[src/rtl/adder_pkg.sv]
// Shared definitions for the pipelined add/subtract unit.
// Optional feature macro: ADDER_SAT_EN (adds the per-beat saturation request bit).
package adder_pkg;

  // Operation encoding on in_sub.
  localparam logic ADD_OP = 1'b0;
  localparam logic SUB_OP = 1'b1;

  // Sideband that travels with each beat through the slices. The carry field
  // is the carry into the next slice (or out of the MSB once the beat reaches
  // the last stage).
  typedef struct packed {
    logic sub;
`ifdef ADDER_SAT_EN
    logic sat;
`endif
    logic carry;
    logic a_sign;
    logic b_sign;
  } side_t;

  // Width of one carry-chain slice.
  function automatic int slice_width(input int width, input int stages);
    return width / stages;
  endfunction

endpackage

[src/rtl/adder_slice.sv]
// One registered S-bit slice of the carry chain: slice add, carry register,
// stage valid bit and the advance (stall) decision for that stage.
module adder_slice
  import adder_pkg::*;
#(
  parameter int S = 8
) (
  input  logic         clk,
  input  logic         reset,
  input  logic         in_valid,
  input  logic         next_advance,
  input  logic [S-1:0] a,
  input  logic [S-1:0] b,
  input  side_t        side_in,
  output logic         valid,
  output logic         advance,
  output logic [S-1:0] sum,
  output side_t        side_out
);

  logic [S:0] total;
  side_t      side_next;

  // Subtract inverts B in every slice; the +1 enters as slice 0's carry-in.
  always_comb begin
    total           = {1'b0, a} + {1'b0, b ^ {S{side_in.sub}}} + {{S{1'b0}}, side_in.carry};
    side_next       = side_in;
    side_next.carry = total[S];
  end

  // A stage moves when it is empty or when its contents move on downstream.
  assign advance = !valid || next_advance;

  // Stage registers load only when the stage advances, so a stalled beat holds.
  always_ff @(posedge clk or posedge reset) begin
    if (reset) begin
      valid    <= 1'b0;
      sum      <= '0;
      side_out <= '0;
    end else if (advance) begin
      valid    <= in_valid;
      sum      <= total[S-1:0];
      side_out <= side_next;
    end
  end

endmodule

[src/rtl/pipelined_adder.sv]
// Pipelined add/subtract with carry/overflow/zero flags and valid/ready on
// both sides. The carry chain is cut into STAGES registered slices; upper
// operand slices ride along in skew registers and finished lower result
// slices ride along in deskew registers.
// Optional feature macro: ADDER_SAT_EN (in_sat port and signed clamp).
module pipelined_adder
  import adder_pkg::*;
#(
  parameter int WIDTH  = 32,
  parameter int STAGES = 4
) (
  input  logic             clk,
  input  logic             reset,
  input  logic             in_valid,
  output logic             in_ready,
  input  logic [WIDTH-1:0] in_a,
  input  logic [WIDTH-1:0] in_b,
  input  logic             in_sub,
`ifdef ADDER_SAT_EN
  input  logic             in_sat,
`endif
  output logic             out_valid,
  input  logic             out_ready,
  output logic [WIDTH-1:0] out_result,
  output logic             out_carry,
  output logic             out_overflow,
  output logic             out_zero
);

  localparam int S = slice_width(WIDTH, STAGES);

  logic [WIDTH-1:0] raw_result;
  side_t            last_side;
  logic             ovf;

  generate
    for (genvar gi = 0; gi < STAGES; gi++) begin : g_stage
      // Operand slices gi..STAGES-1 presented to this stage.
      logic [(STAGES-gi)*S-1:0] a_src;
      logic [(STAGES-gi)*S-1:0] b_src;
      side_t                    side_src;
      logic                     valid_src;
      logic                     next_adv;
      logic                     adv;
      logic                     vld;
      logic [S-1:0]             sum;
      side_t                    side_q;
      // Result slices 0..gi as held by this stage.
      logic [(gi+1)*S-1:0]      res_out;

      if (gi == 0) begin : g_head
        // Build the sideband for a new beat; slice 0 carry-in is the subtract bit.
        always_comb begin
          side_src        = '0;
          side_src.sub    = (in_sub == SUB_OP);
          side_src.carry  = (in_sub == SUB_OP);
          side_src.a_sign = in_a[WIDTH-1];
          side_src.b_sign = in_b[WIDTH-1];
`ifdef ADDER_SAT_EN
          side_src.sat    = in_sat;
`endif
        end
        assign a_src     = in_a;
        assign b_src     = in_b;
        assign valid_src = in_valid;
        assign res_out   = sum;
      end else begin : g_body
        logic [gi*S-1:0] lo_reg;

        assign a_src     = g_stage[gi-1].g_fwd.a_skew;
        assign b_src     = g_stage[gi-1].g_fwd.b_skew;
        assign side_src  = g_stage[gi-1].side_q;
        assign valid_src = g_stage[gi-1].vld;

        // Deskew: carry the already-finished lower result slices forward.
        always_ff @(posedge clk or posedge reset) begin
          if (reset) begin
            lo_reg <= '0;
          end else if (adv) begin
            lo_reg <= g_stage[gi-1].res_out;
          end
        end

        assign res_out = {sum, lo_reg};
      end

      if (gi < STAGES-1) begin : g_fwd
        logic [(STAGES-gi-1)*S-1:0] a_skew;
        logic [(STAGES-gi-1)*S-1:0] b_skew;

        // Skew: hand the not-yet-added operand slices to the next stage.
        always_ff @(posedge clk or posedge reset) begin
          if (reset) begin
            a_skew <= '0;
            b_skew <= '0;
          end else if (adv) begin
            a_skew <= a_src[(STAGES-gi)*S-1:S];
            b_skew <= b_src[(STAGES-gi)*S-1:S];
          end
        end

        assign next_adv = g_stage[gi+1].adv;
      end else begin : g_tail
        assign next_adv = out_ready;
      end

      adder_slice #(
        .S(S)
      ) u_slice (
        .clk         (clk),
        .reset       (reset),
        .in_valid    (valid_src),
        .next_advance(next_adv),
        .a           (a_src[S-1:0]),
        .b           (b_src[S-1:0]),
        .side_in     (side_src),
        .valid       (vld),
        .advance     (adv),
        .sum         (sum),
        .side_out    (side_q)
      );
    end
  endgenerate

  assign raw_result = g_stage[STAGES-1].res_out;
  assign last_side  = g_stage[STAGES-1].side_q;
  assign out_valid  = g_stage[STAGES-1].vld;
  assign in_ready   = g_stage[0].adv;

  // Flags from the last stage; overflow compares against the effective B sign.
  always_comb begin
    ovf = (last_side.a_sign == (last_side.b_sign ^ last_side.sub)) &&
          (raw_result[WIDTH-1] != last_side.a_sign);
    out_result = raw_result;
`ifdef ADDER_SAT_EN
    if (last_side.sat && ovf) begin
      out_result = last_side.a_sign ? {1'b1, {(WIDTH-1){1'b0}}}
                                    : {1'b0, {(WIDTH-1){1'b1}}};
    end
`endif
    out_carry    = last_side.carry;
    out_overflow = ovf;
    // Qualified by valid so the idle/reset value is 0 rather than "result is zero".
    out_zero     = out_valid && (out_result == '0);
  end

endmodule

[config.mk]
export PLATFORM = sky130hd
export DESIGN_NAME = pipelined_adder
export DESIGN_NICKNAME = d
export VERILOG_FILES = /design/src/rtl/adder_pkg.sv /design/src/rtl/adder_slice.sv /design/src/rtl/pipelined_adder.sv
export SDC_FILE = /design/constraint.sdc
export NUM_CORES = 1
export LEC_CHECK = 0
export CORE_MARGIN = 3
export CORE_UTILIZATION = 45
export CTS_CLUSTER_DIAMETER = 80
export DETAILED_ROUTE_END_ITERATION = 8
export DONT_BUFFER_PORTS = 1
export GPL_TIMING_DRIVEN = 0
export PLACE_DENSITY = 0.64
export SETUP_SLACK_MARGIN = 0.02
export SLEW_MARGIN = 5
export SYNTH_ARGS = -nofsm -noshare
export SYNTH_HDL_FRONTEND = slang
export SYNTH_SLANG_ARGS = --single-unit
[constraint.sdc]
create_clock -name clk -period 9.1 [get_ports clk]
set_input_delay 1.82 -clock clk [delete_from_list [all_inputs] [get_ports clk]]
set_output_delay 1.82 -clock clk [all_outputs]
set_load 0.1 [all_outputs]
# Word level (Yosys, flattened, before mapping)

Cells that the tools add are included.

Add/subtract/negate cells: 8
Equal/unequal tests: 2
Bitwise logic cells: 5
Reduce and logical (&&, ||, !) cells: 11

Operator list:

| cell                                   | count |
|---|---|
| 8-bit by 8-bit adder with 9-bit output | 4 |
| 9-bit by 1-bit adder with 9-bit output | 4 |
| 32-bit logical NOT                     | 1 |
| 8-bit XOR                              | 4 |
| 1-bit logical NOT                      | 4 |
| 1-bit logical OR                       | 4 |
| 1-bit logical AND                      | 2 |
| 1-bit == test                          | 1 |
| 1-bit inequality test                  | 1 |
| 1-bit XOR                              | 1 |

Bits in registers: 196
Bits of input ports: 69
Output and inout bits: 37
Word-level logic and storage cells: 59

# Longest topological paths before layout

Gate-level depths: netlist (run 1).

Depth after elaboration: 5
Gate-level depth with buffers: 11
Depth with buffers taken out: 10

# Modules after synthesis

Synthesis (run 1) repeated with hierarchy kept, for this count alone.

Cell total of the unflattened synthesis: 741
Area total of the unflattened synthesis: 9365.2 sq um

Modules (own cells, without submodules):

| module          | times used | cells each | area an instance (sq um) | seq. area each (sq um) |
|---|---|---|---|---|
| pipelined_adder | 1          | 321        | 5541.6                   | 3603.5 |
| adder_slice     | 4          | 105        | 955.9                    | 325.3 |

# Least setup slack after synthesis (run 1)

No wires, ideal clock.

Kind: reg2out
From: register g_stage[3].u_slice.valid
To: output port out_zero
Arrival: 3.425 ns
Data required time: 7.280 ns
Path slack: 3.855 ns
Stages on the path, launching flop included: 4
Buffers on the path: 0
Path through: dfrtp_1 > nor4b_1 > nand4_1 > nor3_1

Longest elaborated chain between the ends: 1

Ends and longest elaborated chain:

| what                     | RTL line               | source |
|---|---|---|
| start: declaration       | adder_slice.sv:15      | `output logic valid,` |
| start signal: assignment | adder_slice.sv:41      | `valid <= in_valid;` |
| 1-bit logical AND        | pipelined_adder.sv:144 | `out_zero = out_valid && (out_result == '0);` |
| end: declaration         | pipelined_adder.sv:27  | `output logic out_zero` |

Every way passes these cells.

# Final worst setup path (run 1)

From: input port out_ready
To: output port in_ready

Longest elaborated chain between the ends: 4

Ends and longest elaborated chain:

| what                          | RTL line              | source |
|---|---|---|
| start: declaration            | pipelined_adder.sv:23 | `input logic out_ready,` |
| 1-bit logical OR (4 in a row) | adder_slice.sv:32     | `assign advance = !valid \|\| next_advance;` |
| end: declaration              | pipelined_adder.sv:15 | `output logic in_ready,` |

Every way passes these cells.

==> results of run 1 <==
-- cells in the mapped netlist (all sizes together) (2+ instances only) --
cell      n
ha       28
nand2   473
or3       3
nand4     2
xnor2     8
nor3     10
or3b      2
o211ai    2
inv      20
nor4      6
nor4b     2
buf      25
a31oi     8
and2      2
nor3b     5
o31ai     4
a21o      2
nand2b    9
mux2i     2
clkbuf   20
fa        7
and3      2
a21oi    23
nor2b     8
xor2     39
o21a      5
o21ai    31
dfrtp   190
nor2     31
nand3b    4
nand3     4
-- per-layer routing --
metal / part of all wire / routed length [um]
met1: 0.49 / 9340
met2: 0.45 / 8550
met3: 0.042 / 801
met4: 0.0098 / 186
met5: 0.00048 / 9
-- stage by stage --
stage | cells | worst slack, ns | utilization
global route | 1281 | 4.09 | 0.515
CTS | 1281 | 4.17 | 0.515
floorplan | 988 | 2.11 | -
detailed placement | 1250 | 4.17 | 0.484
finish | 1281 | 4.17 | 0.515
global placement | 1248 | 0.0112 | 0.481
-- worst max-delay path: stages --
cell and delay (ns):
nor2b_4 0.03, and3_1 0.18, buf_2 0.15, and2_1 0.15, buf_4 0.16, inv_2 0.07, buf_2 0.53
-- power by group --
part / internal, mW / total (mW) / leakage (nW) / switching [mW]
combinational: 0.301 / 0.736 / 2.36 / 0.434
sequential: 1.06 / 1.70 / 2.26 / 0.641
clock: 0.421 / 0.744 / 0.280 / 0.324
-- cell type report --
cell class | instances | area share
plain buffers | 45 | 0.0224
clock buffers | 20 | 0.0469
clock inverters | 11 | 0.0135
inverters | 20 | 0.00848
multi-input cells | 733 | 0.383
flip-flops and latches | 190 | 0.488
well taps | 260 | 0.0334
repair buffers | 2 | 0.00437
-- path summary, 6_finish.rpt --
kind,start,end
max in group asynchronous,reset,g_stage[1].g_fwd.b_skew[1]
setup / recovery,out_ready,in_ready
hold reg to reg,g_stage[0].u_slice.valid,g_stage[1].u_slice.valid
hold / removal,g_stage[0].u_slice.valid,g_stage[1].u_slice.valid
setup reg to reg,g_stage[1].u_slice.side_out[3],g_stage[2].u_slice.sum[6]
min in group asynchronous,reset,g_stage[3].g_body.lo_reg[4]
-- logic make-up after synthesis --
| family | count (synthesis) | synth area share |
|---|---|---|
| AO/OA/AOI/OAI | 82 | 0.0548 |
| buffers and inverters | 65 | 0.0334 |
| flip-flops | 190 | 0.542 |
| multiplexers | 2 | 0.00271 |
| adder cells (fa/ha/maj) | 35 | 0.0560 |
| AND/OR/NAND/NOR | 567 | 0.264 |
| XOR/XNOR | 47 | 0.0470 |
==> out/metrics.yaml, run 1 <==
min_period_ns: 4.93
multi_input_area_um2: 3730
syn_area_um2: 8760
grt_pass1_wl_mm: 32.3
die_w_um: 146
core_um2: 18900
drv_slew: 0
std_cell_rows: 50
worstMarginPinSlew_ns: 1.08
drc: 0
synth_edf_count: 0
p_total_mw: 3.18
hold_path_class: "reg2reg"
setup_viol: 0
vias_per_cell: 4.85
powerDensity_nw_per_um2: 327
grt_pass1_vias: 6301
drive_above_1_share: 0.0578
cts_tree: "built"
grt_max_degree: 118
seq_area_frac_synth: 0.542
critPathLaunchType: "input pin"
grtUsageTotal: 0.188
cp.required_ns: 7.28
fin_area_um2: 9740
min_path_cells: 1
cp_max_fo: 10
worstSkewPairLatency_ns: 0.43
ant_nets: 0
r2r_cells: 11
tns_ns: 0
post-synth-top-area-cell: "dfrtp_1"
num_antenna_cells: 0
post_dp_cell_area_um2: 9150
synth_fp_nets: 1092
holdWs_ns: 0.454
wire_per_inst_um: 14.7
layout_common_cells: "nand2_1, dfrtp_1, xor2_1"
yosysWarnings: 0
rsz0062_at_grt: "no"
gp_congestion: 0.860
gr-total-overflow: 0
vias: 6216
synth-main-ff-cell: "dfrtp_1"
grt-busiest-layer: "met2"
clock-sinks: 190
fin_crit_sh: 0.541
pin_count: 106
final_nets: 1113
cts_setup_buffers: 0
leakagePower_nw: 4.90
path_clk_slew_ns: 0.06
hold_viol_final: 0
critPathKind: "in2out"
gr-usage-met1: 0.266
synth_area_leaders: "dfrtp_1, nand2_1, ha_1"
grtUsageMet3: 0.0461
synth_top_area_frac: 0.542
postSynthCellCount: 988
root_buffer: "clkbuf_16"
syn_to_final_growth_pct: 11.1
timing.fmax_ghz: 0.203
cts.repair.resized: 0
start_util: 0.464
status: "completed"
wl_mm: 18.9
r2r_slack_ns: 6.11
post-dp-hpwl_mm: 14.3
nFillCells: 1835
skew_ns: 0.0127
avgSynthCellArea_um2: 8.87
maxSlewHeadroom: 0.280
die_area_um2: 21200
drtIter0Drc: 288
endpoint_kind: "output port"
die_height_um: 146
ys_seq_elements: 190
ir_worst_vdd_mv: 0.146
yosys.cell_types.count: 52
h-tree-depth: 4
io_buffers: 0
antenna_found_initial: 1
synthArstFlopShare: 1.00
clock_path_buffers: 2
grtUsageMet2: 0.294
cts_made_buffers: 17
regArea_um2: 4750
final_common_cell: "nand2_1"
postCtsHoldBufs: 0
drt-pass1-iter-count: 4
crit_arrival_ns: 3.11
max_cap_violations: 0
Note: power is estimated with default switching activity, not from simulation.
==> run 2: changes to the inputs <==
- ABC_AREA: unset -> 1
- clock period: 9.1 -> 5.1 ns (I/O delays scaled with it)
==> run 2 against run 1 <==
Compared with the run above: sequential share of layout area fell by 0.40 points; final area up 0.84%; combinational power up 82%; synthesized cell count grew 2.1%; worst setup slack lost 3.0 ns; non-clock buffer count stayed put; global-route usage fell by 0.054 points; total power is 80% higher; highest routed layer is now met4.
==> out/metrics.yaml, run 2 <==
wl_met1_mm: 9.36
avgSynthCellArea_um2: 8.68
ys_seq_elements: 190
endpoint_kind: "output port"
wire_per_inst_um: 14.4
cts_tree: "built"
switching_power_mw: 2.54
critPathKind: "reg2out"
vias: 6281
synth_top_family_by_area: "simple AND/OR/NAND/NOR gates"
syn_to_final_growth_pct: 12.1
synthArstFlopShare: 1.00
io_buffers: 0
tns_ns: 0
clock-sinks: 190
fin_area_um2: 9820
synth_edf_count: 0
grt_pass1_wl_mm: 32.6
max_cap_violations: 0
cts_setup_buffers: 0
p_int_mw: 3.19
h-tree-depth: 4
fin_crit_sh: 0.761
synth_common_cells: "nand2_1, dfrtp_1, o21ai_0"
p_seq_frac: 0.521
postSynthCellCount: 1009
gr-total-overflow: 0
dr_wl_met3_um: 826
muxShareOfSynthArea: 0
post-synth-top-count-cell: "nand2_1"
timing.fmax_ghz: 0.258
cts_made_buffers: 17
synthXorXnorAreaFrac: 0.0410
dr_wl_met2_mm: 8.29
crit_arrival_ns: 2.86
die_height_um: 146
synthAdderAreaFrac: 0.0560
drc: 0
start_util: 0.464
post_dp_cell_area_um2: 9190
drive_above_1_share: 0.0602
seq_area_frac_synth: 0.543
pin_count: 106
yosysWarnings: 0
path_clk_slew_ns: 0.08
status: "completed"
critPathLaunchType: "register"
cp.required_ns: 4.08
grtUsageTotal: 0.188
worstMarginPinSlew_ns: 1.10
antenna_found_initial: 0
clockPowerShare: 0.245
fin_ws_ns: 1.22
synthSimpleGateAreaFrac: 0.200
synth_fp_nets: 1113
layout_common_cells: "nand2_1, dfrtp_1, o21ai_0"
cts.repair.resized: 0
post-dp-hpwl_mm: 14.1
drtIter0Drc: 364
top_layer: "met4"
post-synth-top-area-cell: "dfrtp_1"
ir_worst_vdd_mv: 0.280
synth-main-ff-cell: "dfrtp_1"
synth_top_area_frac: 0.543
cp_max_fo: 10
grt_pass1_vias: 6488
postCtsHoldBufs: 0
pre_cts_slack_ns: 1.64
p_sw_frac: 0.443
maxSlewHeadroom: 0.268
grt_max_degree: 42
setup_viol: 0
yosys.cell_types.count: 30
core_um2: 18900
die_area_um2: 21200
root_buffer: "clkbuf_16"
syn_area_um2: 8760
hold_path_class: "in2async"
skew_ns: 0.0119
clock_path_buffers: 2
rsz0062_at_grt: "no"
vias_per_cell: 4.81
drv_slew: 0
final_nets: 1137
std_cell_rows: 50
leakagePower_nw: 4.94
final_common_cell: "nand2_1"
drt-pass1-iter-count: 4
wl_mm: 18.8
worstSkewPairLatency_ns: 0.43
hold_viol_final: 0
num_antenna_cells: 0
powerDensity_nw_per_um2: 583
pwr-share-comb: 0.235
die_w_um: 146
synth_compound_area_frac: 0.0939
nFillCells: 1827
synth_area_leaders: "dfrtp_1, nand2_1, o21ai_0"
min_period_ns: 3.88
ant_nets: 0
gp_congestion: 0.807
holdWs_ns: 0.474
==> run 2: layout make-up <==
type / instances / area, um2 / area share
well taps: 260 / 325 / 0.0331
multi-input cells: 673 / 3430 / 0.349
plain buffers: 42 / 191 / 0.0195
repair buffers: 5 / 100 / 0.0102
clock inverters: 15 / 200 / 0.0204
inverters: 104 / 394 / 0.0401
clock buffers: 17 / 425 / 0.0433
flip-flops and latches: 190 / 4750 / 0.484
==> run 2: layer usage <==
layer	up-vias	global-route usage
met3	15	0.0461
met4	0	0.0522
met2	103	0.285
met5	-	0
met1	2945	0.271
li1	3218	-
==> run 2: kinds of logic after synthesis <==
family,Yosys count
DFF,190
adders and majority gates,35
AOI/OAI and AO/OA,161
and+or+nand+nor,436
xor gates and xnor gates,41
buffers and inverters,146
==> run 2: worst max-delay path, stage by stage, from the launching register on <==
cell     delay (ns)
dfrtp_1        0.95
inv_2          0.12
nor2_4         0.26
nand2_2        0.15
nor2_4         0.26
nand2_2        0.21
buf_2          0.26
buf_6          0.23
==> run 2: power by group through the flow <==
stage	Sequential, mW	Combinational, mW	Clock [mW]
after detailed placement	3.01	1.34	0
after floorplan	2.93	1.04	0
after CTS	2.99	1.36	1.42
after global placement	3.00	1.30	0
final	2.98	1.34	1.40
after global routing	3.04	1.59	1.49
==> run 2: final timing paths <==
check                                               start                      endpoint  slack, ns  cells past startpoint
max                              g_stage[3].u_slice.valid                      in_ready       1.22                      7
min                                                 reset  g_stage[3].g_body.lo_reg[19]       0.47                      1
max reg2reg                g_stage[0].u_slice.side_out[3]     g_stage[1].u_slice.sum[6]       2.35                     10
min reg2reg                   g_stage[1].g_body.lo_reg[1]   g_stage[1].g_body.lo_reg[1]       0.48                      2
max in group asynchronous                           reset   g_stage[0].g_fwd.b_skew[22]       3.60                      4
min in group clk              g_stage[1].g_body.lo_reg[1]   g_stage[1].g_body.lo_reg[1]       0.48                      2
==> run 2: through the flow <==
stage          std cells  power [mW]   util
2_1_floorplan       1009        3.97      -
3_3_place_gp        1269        4.30  0.481
3_5_place_dp        1274        4.36  0.487
4_1_cts             1306        5.77  0.520
5_1_grt             1306        6.12  0.520
6_report            1306        5.73  0.520
